**src/rtl/ins_dispatch_pkg.sv**
```systemverilog
// Instruction-format constants shared by the dispatcher and its queues.
// Word layout from the MSB: type[2], opcode[4], buf_id/pe_id[BUF_ID_W], then unit-specific payload.
package ins_dispatch_pkg;

    localparam int TYPE_W = 2;
    localparam int OP_W   = 4;
    localparam int CFG_W  = 30;

    typedef enum logic [1:0] {
        TY_LOAD = 2'b00,
        TY_CALC = 2'b01,
        TY_SAVE = 2'b10,
        TY_CFG  = 2'b11
    } ins_type_e;

    typedef enum logic [1:0] {
        S_RUN   = 2'b00,
        S_DRAIN = 2'b01,
        S_ERR   = 2'b10
    } state_e;

    localparam logic [3:0] RD_OP_IMG   = 4'b0000;
    localparam logic [3:0] RD_OP_WGT   = 4'b0001;
    localparam logic [3:0] RD_OP_BIAS  = 4'b0100;
    localparam logic [3:0] RD_OP_SCALE = 4'b0101;
    localparam logic [3:0] RD_OP_POOL  = 4'b0110;
    localparam logic [3:0] RD_OP_TBL   = 4'b0111;

    localparam logic [3:0] WR_OP_IMG   = 4'b0000;
    localparam logic [3:0] WR_OP_RES0  = 4'b1000;
    localparam logic [3:0] WR_OP_RES1  = 4'b1001;
    localparam logic [3:0] WR_OP_RES2  = 4'b1010;
    localparam logic [3:0] WR_OP_RES3  = 4'b1011;

    localparam logic [3:0] LT_CONV = 4'b0000;
    localparam logic [3:0] LT_FC   = 4'b0001;
    localparam logic [3:0] LT_POOL = 4'b0010;
    localparam logic [3:0] LT_ELT  = 4'b0011;

    localparam logic [1:0] ERR_NONE = 2'b00;
    localparam logic [1:0] ERR_OP   = 2'b01;
    localparam logic [1:0] ERR_PE   = 2'b10;

    // Config payload occupies bits [29:0] of a config word, in this field order.
    typedef struct packed {
        logic [3:0] layer_type;
        logic       pool;
        logic       relu;
        logic [3:0] in_seg;
        logic [3:0] out_seg;
        logic [7:0] in_w;
        logic [7:0] out_w;
    } cfg_t;

    function automatic int op_lsb(int inst_w);
        return inst_w - TYPE_W - OP_W;
    endfunction

    function automatic int id_lsb(int inst_w, int buf_id_w);
        return op_lsb(inst_w) - buf_id_w;
    endfunction

    function automatic logic ld_op_legal(logic [3:0] op);
        return (op == RD_OP_IMG) || (op == RD_OP_WGT) || (op == RD_OP_BIAS) ||
               (op == RD_OP_SCALE) || (op == RD_OP_POOL) || (op == RD_OP_TBL);
    endfunction

    function automatic logic sv_op_legal(logic [3:0] op);
        return (op == WR_OP_IMG) || (op == WR_OP_RES0) || (op == WR_OP_RES1) ||
               (op == WR_OP_RES2) || (op == WR_OP_RES3);
    endfunction

endpackage

```
**src/rtl/ins_dispatch_fifo.sv**
```systemverilog
// Per-unit instruction queue: storage-backed head with valid/ready output, full/empty flags.
module ins_fifo #(
    parameter int W     = 64,
    parameter int DEPTH = 4
) (
    input  logic         clk,
    input  logic         rst_n,
    input  logic         push,
    input  logic [W-1:0] push_data,
    output logic         full,
    output logic         empty,
    output logic         out_valid,
    input  logic         out_ready,
    output logic [W-1:0] out_data
);
    localparam int AW = (DEPTH > 1) ? $clog2(DEPTH) : 1;
    localparam int CW = AW + 1;

    logic [W-1:0]  mem [DEPTH];
    logic [AW-1:0] wr_ptr;
    logic [AW-1:0] rd_ptr;
    logic [CW-1:0] count;
    logic          do_push;
    logic          do_pop;

    assign full      = (count == CW'(DEPTH));
    assign empty     = (count == '0);
    assign out_valid = !empty;
    assign out_data  = mem[rd_ptr];
    assign do_push   = push && !full;
    assign do_pop    = out_valid && out_ready;

    always_ff @(posedge clk) begin
        if (do_push) mem[wr_ptr] <= push_data;
    end

    // Power-of-two depth lets the pointers wrap by plain overflow.
    always_ff @(posedge clk or negedge rst_n) begin
        if (!rst_n) begin
            wr_ptr <= '0;
            rd_ptr <= '0;
            count  <= '0;
        end else begin
            if (do_push) wr_ptr <= wr_ptr + AW'(1);
            if (do_pop)  rd_ptr <= rd_ptr + AW'(1);
            case ({do_push, do_pop})
                2'b10:   count <= count + CW'(1);
                2'b01:   count <= count - CW'(1);
                default: count <= count;
            endcase
        end
    end

endmodule

```
**src/rtl/ins_dispatch.sv**
```systemverilog
// Instruction dispatcher: decodes, checks and routes words to load/calc/save queues,
// and owns the layer config register behind a drain barrier.
module ins_dispatch
    import ins_dispatch_pkg::*;
#(
    parameter int INST_W   = 64,
    parameter int ADDR_W   = 32,
    parameter int BUF_ID_W = 6,
    parameter int PE_NUM   = 64,
    parameter int Q_DEPTH  = 4
) (
    input  logic              clk,
    input  logic              rst_n,
    input  logic              ins_valid,
    output logic              ins_ready,
    input  logic [INST_W-1:0] ins,
    output logic              ld_valid,
    input  logic              ld_ready,
    output logic [INST_W-1:0] ld_ins,
    output logic              ca_valid,
    input  logic              ca_ready,
    output logic [INST_W-1:0] ca_ins,
    output logic              sv_valid,
    input  logic              sv_ready,
    output logic [INST_W-1:0] sv_ins,
    input  logic              ld_idle,
    input  logic              ca_idle,
    input  logic              sv_idle,
    output logic [3:0]        cfg_layer_type,
    output logic              cfg_pool,
    output logic              cfg_relu,
    output logic [3:0]        cfg_in_seg,
    output logic [3:0]        cfg_out_seg,
    output logic [7:0]        cfg_in_w,
    output logic [7:0]        cfg_out_w,
    output logic              cfg_update,
    output logic              err,
    output logic [1:0]        err_code,
    input  logic              err_clr
);
    localparam int OP_LSB = op_lsb(INST_W);
    localparam int ID_LSB = id_lsb(INST_W, BUF_ID_W);

    state_e              state;
    state_e              state_nx;
    ins_type_e           ty;
    logic [OP_W-1:0]     op;
    logic [BUF_ID_W-1:0] pe_id;
    logic                pe_ok;
    logic                legal;
    logic                tgt_full;
    logic                run_fire;
    logic                drained;
    logic                ld_full, ca_full, sv_full;
    logic                ld_empty, ca_empty, sv_empty;
    cfg_t                cfg_cur;
    cfg_t                cfg_pend;

    assign ty    = ins_type_e'(ins[INST_W-1 -: TYPE_W]);
    assign op    = ins[OP_LSB +: OP_W];
    assign pe_id = ins[ID_LSB +: BUF_ID_W];
    assign pe_ok = {{(32-BUF_ID_W){1'b0}}, pe_id} < 32'(PE_NUM);

    always_comb begin
        legal    = 1'b1;
        tgt_full = 1'b0;
        case (ty)
            TY_LOAD: begin legal = ld_op_legal(op); tgt_full = ld_full; end
            TY_CALC: begin legal = pe_ok;           tgt_full = ca_full; end
            TY_SAVE: begin legal = sv_op_legal(op); tgt_full = sv_full; end
            default: begin legal = 1'b1;            tgt_full = 1'b0;    end
        endcase
    end

    // Illegal words still need a free slot in the queue they name, so they stall like legal ones.
    assign ins_ready = (state == S_RUN) && !tgt_full;
    assign run_fire  = ins_valid && ins_ready;
    assign drained   = ld_empty && ca_empty && sv_empty && ld_idle && ca_idle && sv_idle;

    always_ff @(posedge clk or negedge rst_n) begin
        if (!rst_n) state <= S_RUN;
        else        state <= state_nx;
    end

    always_comb begin
        state_nx = state;
        case (state)
            S_RUN: begin
                if (run_fire) begin
                    if (!legal)            state_nx = S_ERR;
                    else if (ty == TY_CFG) state_nx = S_DRAIN;
                end
            end
            S_DRAIN: if (drained) state_nx = S_RUN;
            S_ERR:   if (err_clr) state_nx = S_RUN;
            default: state_nx = S_RUN;
        endcase
    end

    always_ff @(posedge clk) begin
        if (run_fire && ty == TY_CFG) cfg_pend <= cfg_t'(ins[CFG_W-1:0]);
    end

    always_ff @(posedge clk or negedge rst_n) begin
        if (!rst_n) begin
            cfg_cur    <= '0;
            cfg_update <= 1'b0;
            err        <= 1'b0;
            err_code   <= ERR_NONE;
        end else begin
            cfg_update <= 1'b0;
            if (state == S_DRAIN && drained) begin
                cfg_cur    <= cfg_pend;
                cfg_update <= 1'b1;
            end
            if (run_fire && !legal) begin
                err      <= 1'b1;
                err_code <= (ty == TY_CALC) ? ERR_PE : ERR_OP;
            end else if (state == S_ERR && err_clr) begin
                err      <= 1'b0;
                err_code <= ERR_NONE;
            end
        end
    end

    assign cfg_layer_type = cfg_cur.layer_type;
    assign cfg_pool       = cfg_cur.pool;
    assign cfg_relu       = cfg_cur.relu;
    assign cfg_in_seg     = cfg_cur.in_seg;
    assign cfg_out_seg    = cfg_cur.out_seg;
    assign cfg_in_w       = cfg_cur.in_w;
    assign cfg_out_w      = cfg_cur.out_w;

    ins_fifo #(.W(INST_W), .DEPTH(Q_DEPTH)) u_ld_q (
        .clk(clk), .rst_n(rst_n),
        .push(run_fire && legal && ty == TY_LOAD), .push_data(ins),
        .full(ld_full), .empty(ld_empty),
        .out_valid(ld_valid), .out_ready(ld_ready), .out_data(ld_ins)
    );

    ins_fifo #(.W(INST_W), .DEPTH(Q_DEPTH)) u_ca_q (
        .clk(clk), .rst_n(rst_n),
        .push(run_fire && legal && ty == TY_CALC), .push_data(ins),
        .full(ca_full), .empty(ca_empty),
        .out_valid(ca_valid), .out_ready(ca_ready), .out_data(ca_ins)
    );

    ins_fifo #(.W(INST_W), .DEPTH(Q_DEPTH)) u_sv_q (
        .clk(clk), .rst_n(rst_n),
        .push(run_fire && legal && ty == TY_SAVE), .push_data(ins),
        .full(sv_full), .empty(sv_empty),
        .out_valid(sv_valid), .out_ready(sv_ready), .out_data(sv_ins)
    );

endmodule

```
**config.mk**
```make
export PLATFORM = sky130hd
export DESIGN_NAME = ins_dispatch
export DESIGN_NICKNAME = d
export VERILOG_FILES = /design/src/rtl/ins_dispatch_pkg.sv /design/src/rtl/ins_dispatch_fifo.sv /design/src/rtl/ins_dispatch.sv
export SDC_FILE = /design/constraint.sdc
export NUM_CORES = 1
export LEC_CHECK = 0
export ABC_AREA = 1
export CORE_AREA = 2 2 286 288
export CTS_BUF_LIST = sky130_fd_sc_hd__clkbuf_4 sky130_fd_sc_hd__clkbuf_8
export DETAILED_ROUTE_END_ITERATION = 8
export DIE_AREA = 0 0 288 290
export PLACE_DENSITY = 0.59
export SYNTH_ARGS = -nofsm -noshare
export SYNTH_HDL_FRONTEND = slang
export SYNTH_SLANG_ARGS = --single-unit
```
**constraint.sdc**
```tcl
create_clock -name clk -period 4.1 [get_ports clk]
set_clock_uncertainty 0.2 [all_clocks]
set_input_delay 0.82 -clock clk [delete_from_list [all_inputs] [get_ports clk]]
set_output_delay 0.82 -clock clk [all_outputs]
set_load 0.02 [all_outputs]
```
==> results.sh <==
export IMPL_grt_first_pass_wirelength_um=126000
export IMPL_syn_to_final_growth_pct=24.9
export IMPL_cts_buffers=142
export IMPL_seq_area_frac_synth_pct=79.5
export IMPL_final_common_cell="edfxtp_1"
export IMPL_cts_tree="yes"
export IMPL_fmax_ghz=0.251
export IMPL_met3_length_um=5350
export IMPL_first_global_vias=19900
export IMPL_wl_um=86100
export IMPL_relSlewSlack_pct=27.7
export IMPL_worstPathRequired_ns=3.08
export IMPL_nets=2680
export IMPL_min_period_ns=3.99
export IMPL_die_w_um=288
export IMPL_highest_layer="met4"
export IMPL_hp_class="input pin to asynchronous set/reset pin"
export IMPL_port_buffers=303
export IMPL_dpl_hpwl_um=51000
export IMPL_initial_core_util_pct=39.9
export IMPL_criticalPathCategory="flop to output pin"
export IMPL_dieArea_sq_mm=0.0835
export IMPL_drt_iter0_drc=1728
export IMPL_wl_met2_um=42500
export IMPL_synth_area_leaders="edfxtp_1 75%, o21ai_0 6.1%, nor2_1 4.7%"
export IMPL_endpoint_kind="output pin"
export IMPL_ant_nets=0
export IMPL_clock_root_buffer="clkbuf_8"
export IMPL_cts_path_max_buffers=3
export IMPL_antenna_found_initial=6
export IMPL_drive_above_1_share_pct=13.5
export IMPL_row_count=104
export IMPL_wl_per_cell_um=22.9
export IMPL_final_cell_area_sq_mm=0.0399
export IMPL_avgViaCountPerCell=5.26
export IMPL_worstPathMaxFanout=36
export IMPL_tightest_slew_ns=1.08
export IMPL_core_area_sq_mm=0.0802
export IMPL_synth_nets=2299
export IMPL_vias=19800
export IMPL_critPathLaunchType="flop"
export IMPL_synth_area_sq_mm=0.0319
export IMPL_die_h_um=290
export IMPL_p_total_uw=28800
export IMPL_cap_violations=0
export IMPL_netlist_area_leader_share_pct=75.0
export IMPL_synth_top_area_cell="edfxtp_1"
export IMPL_fin_crit_sh_pct=97.4
export IMPL_avgSynthCellArea_sq_um=14.5
export IMPL_status="completed"
export IMPL_grt_start_max_net_pins=70
export IMPL_mostFrequentLayoutCells="798 x edfxtp_1, 397 x nor2_1, 391 x o21ai_0"
export IMPL_yosys_warnings=0
export IMPL_place_gp_congestion=0.776
export IMPL_grt_ovfl_total=0
export IMPL_synthDistinctLibCells=28
export IMPL_postPlaceCellArea_sq_mm=0.0367
export IMPL_netlist_instances=2207
export IMPL_ir_worst_vdd_uv=517
export IMPL_powerDensity_mw_per_mm2=723
export IMPL_clock_sinks=855
export IMPL_cts_clk_slew_worst_paths_ns=0.06
export IMPL_ys_ff_latch=855
export IMPL_gr_usage_all_layers_pct=20.3
export IMPL_power_leakage_uw=0.0135
export IMPL_dr_pass1_iters=7
export IMPL_drc=0
export IMPL_clkLatencyLatePin_ns=0.77
export IMPL_io_pins=304
export IMPL_wl_met1_um=36100
export IMPL_htreeDepth=4
export IMPL_setup_viol=0
export IMPL_hold_viol=0
export IMPL_critPathArrivalTime_ns=2.97
export IMPL_slew_violations=0
## cell usage after synthesis (all sizes together)
| library cell | instances |
|---|---|
| o21bai | 1 |
| xnor2 | 3 |
| nand2 | 120 |
| nor2 | 418 |
| edfxtp | 798 |
| dfrtp | 57 |
| ha | 15 |
| nand3b | 1 |
| inv | 45 |
| a21oi | 4 |
| xor2 | 6 |
| nand3 | 10 |
| clkinv | 3 |
| clkbuf | 96 |
| nand4 | 10 |
| o21ai | 392 |
| fa | 3 |
| buf | 33 |
| o22ai | 192 |
## state kept, by name (all words and copies together) (netlist names), 4 cells and up
signal          count
cfg_in_seg          4
cfg_in_w            8
cfg_layer_type      4
cfg_out_seg         4
cfg_out_w           8
cfg_pend           30
u_ca_q.mem        256
u_ld_q.mem        256
u_sv_q.mem        256
## stage by stage
stage	setup TNS, ns	utilization (%)	hold WS (ns)	instances	setup WS [ns]
final	0	49.8	0.0415	3761	0.108
after global routing	-0.00692	49.8	0.0610	3760	-0.00426
after CTS	0	49.6	0.00997	3757	0.00129
after detailed placement	0	45.8	0.224	3497	0.383
after global placement	0	45.8	0.223	3497	0.421
after floorplan	0	-	0.218	2207	0.246
## cells by family after synthesis
family          after synthesis  synth area share, %
buf+inv                     177                 2.21
compound gates              589                 9.99
flops                       855                 79.5
xor+xnor                      9                0.247
fa+ha+maj                    18                0.776
simple gates                559                 7.30
## power breakdown
group / internal (uW) / switching, uW / leakage [uW] / total (uW)
clock network: 4080 / 3380 / 0.00148 / 7460
registers: 9920 / 316 / 0.00792 / 10200
logic: 4170 / 6960 / 0.00410 / 11100
total: 18200 / 10700 / 0.0135 / 28800
## layer usage
layer,vias to the layer above,global-route usage [%]
met3,132,4.03
met2,682,33.4
li1,8984,-
met4,0,7.25
met1,9981,26.9
met5,-,0
## final timing paths
kind	start	end	cells after the start	slack (ns)
worst max-delay path	u_ld_q.rd_ptr[0]	ld_ins[6]	5	0.11
worst min-delay path	rst_n	cfg_out_w[4]	1	0.04
worst max register to register	state[1]	u_ca_q.mem[0][40]	7	1.66
worst min register to register	cfg_pend[13]	cfg_in_w[5]	2	0.24
max in group asynchronous	rst_n	cfg_relu	2	2.74
min in group clk	cfg_pend[13]	cfg_in_w[5]	2	0.24
## timing repair
action | CTS | global route
buffers inserted | 3 | 2
gates resized for setup | 48 | 21
cloned | 2 | 0
hold buffers | 0 | 0
setup endpoints to repair | 127 | 43
## worst max-delay path, stage by stage, from the launching register on
cell and delay [ns]:
dfrtp_4 0.60, inv_6 0.20, buf_16 0.21, o21ai_0 0.10, o22ai_1 0.34, clkdlybuf4s50_1 0.70
## final cells by class
cell class | instances | area, sq um
flip-flops and latches | 855 | 25400
fillers | 6874 | 40300
clock inverters | 78 | 561
multi-input cells | 1175 | 6090
well taps | 1060 | 1330
inverters | 48 | 198
diodes | 2 | 5.00
clock buffers | 177 | 2250
repair buffers | 366 | 4050
No activity file was read; power rests on OpenSTA's default activity.
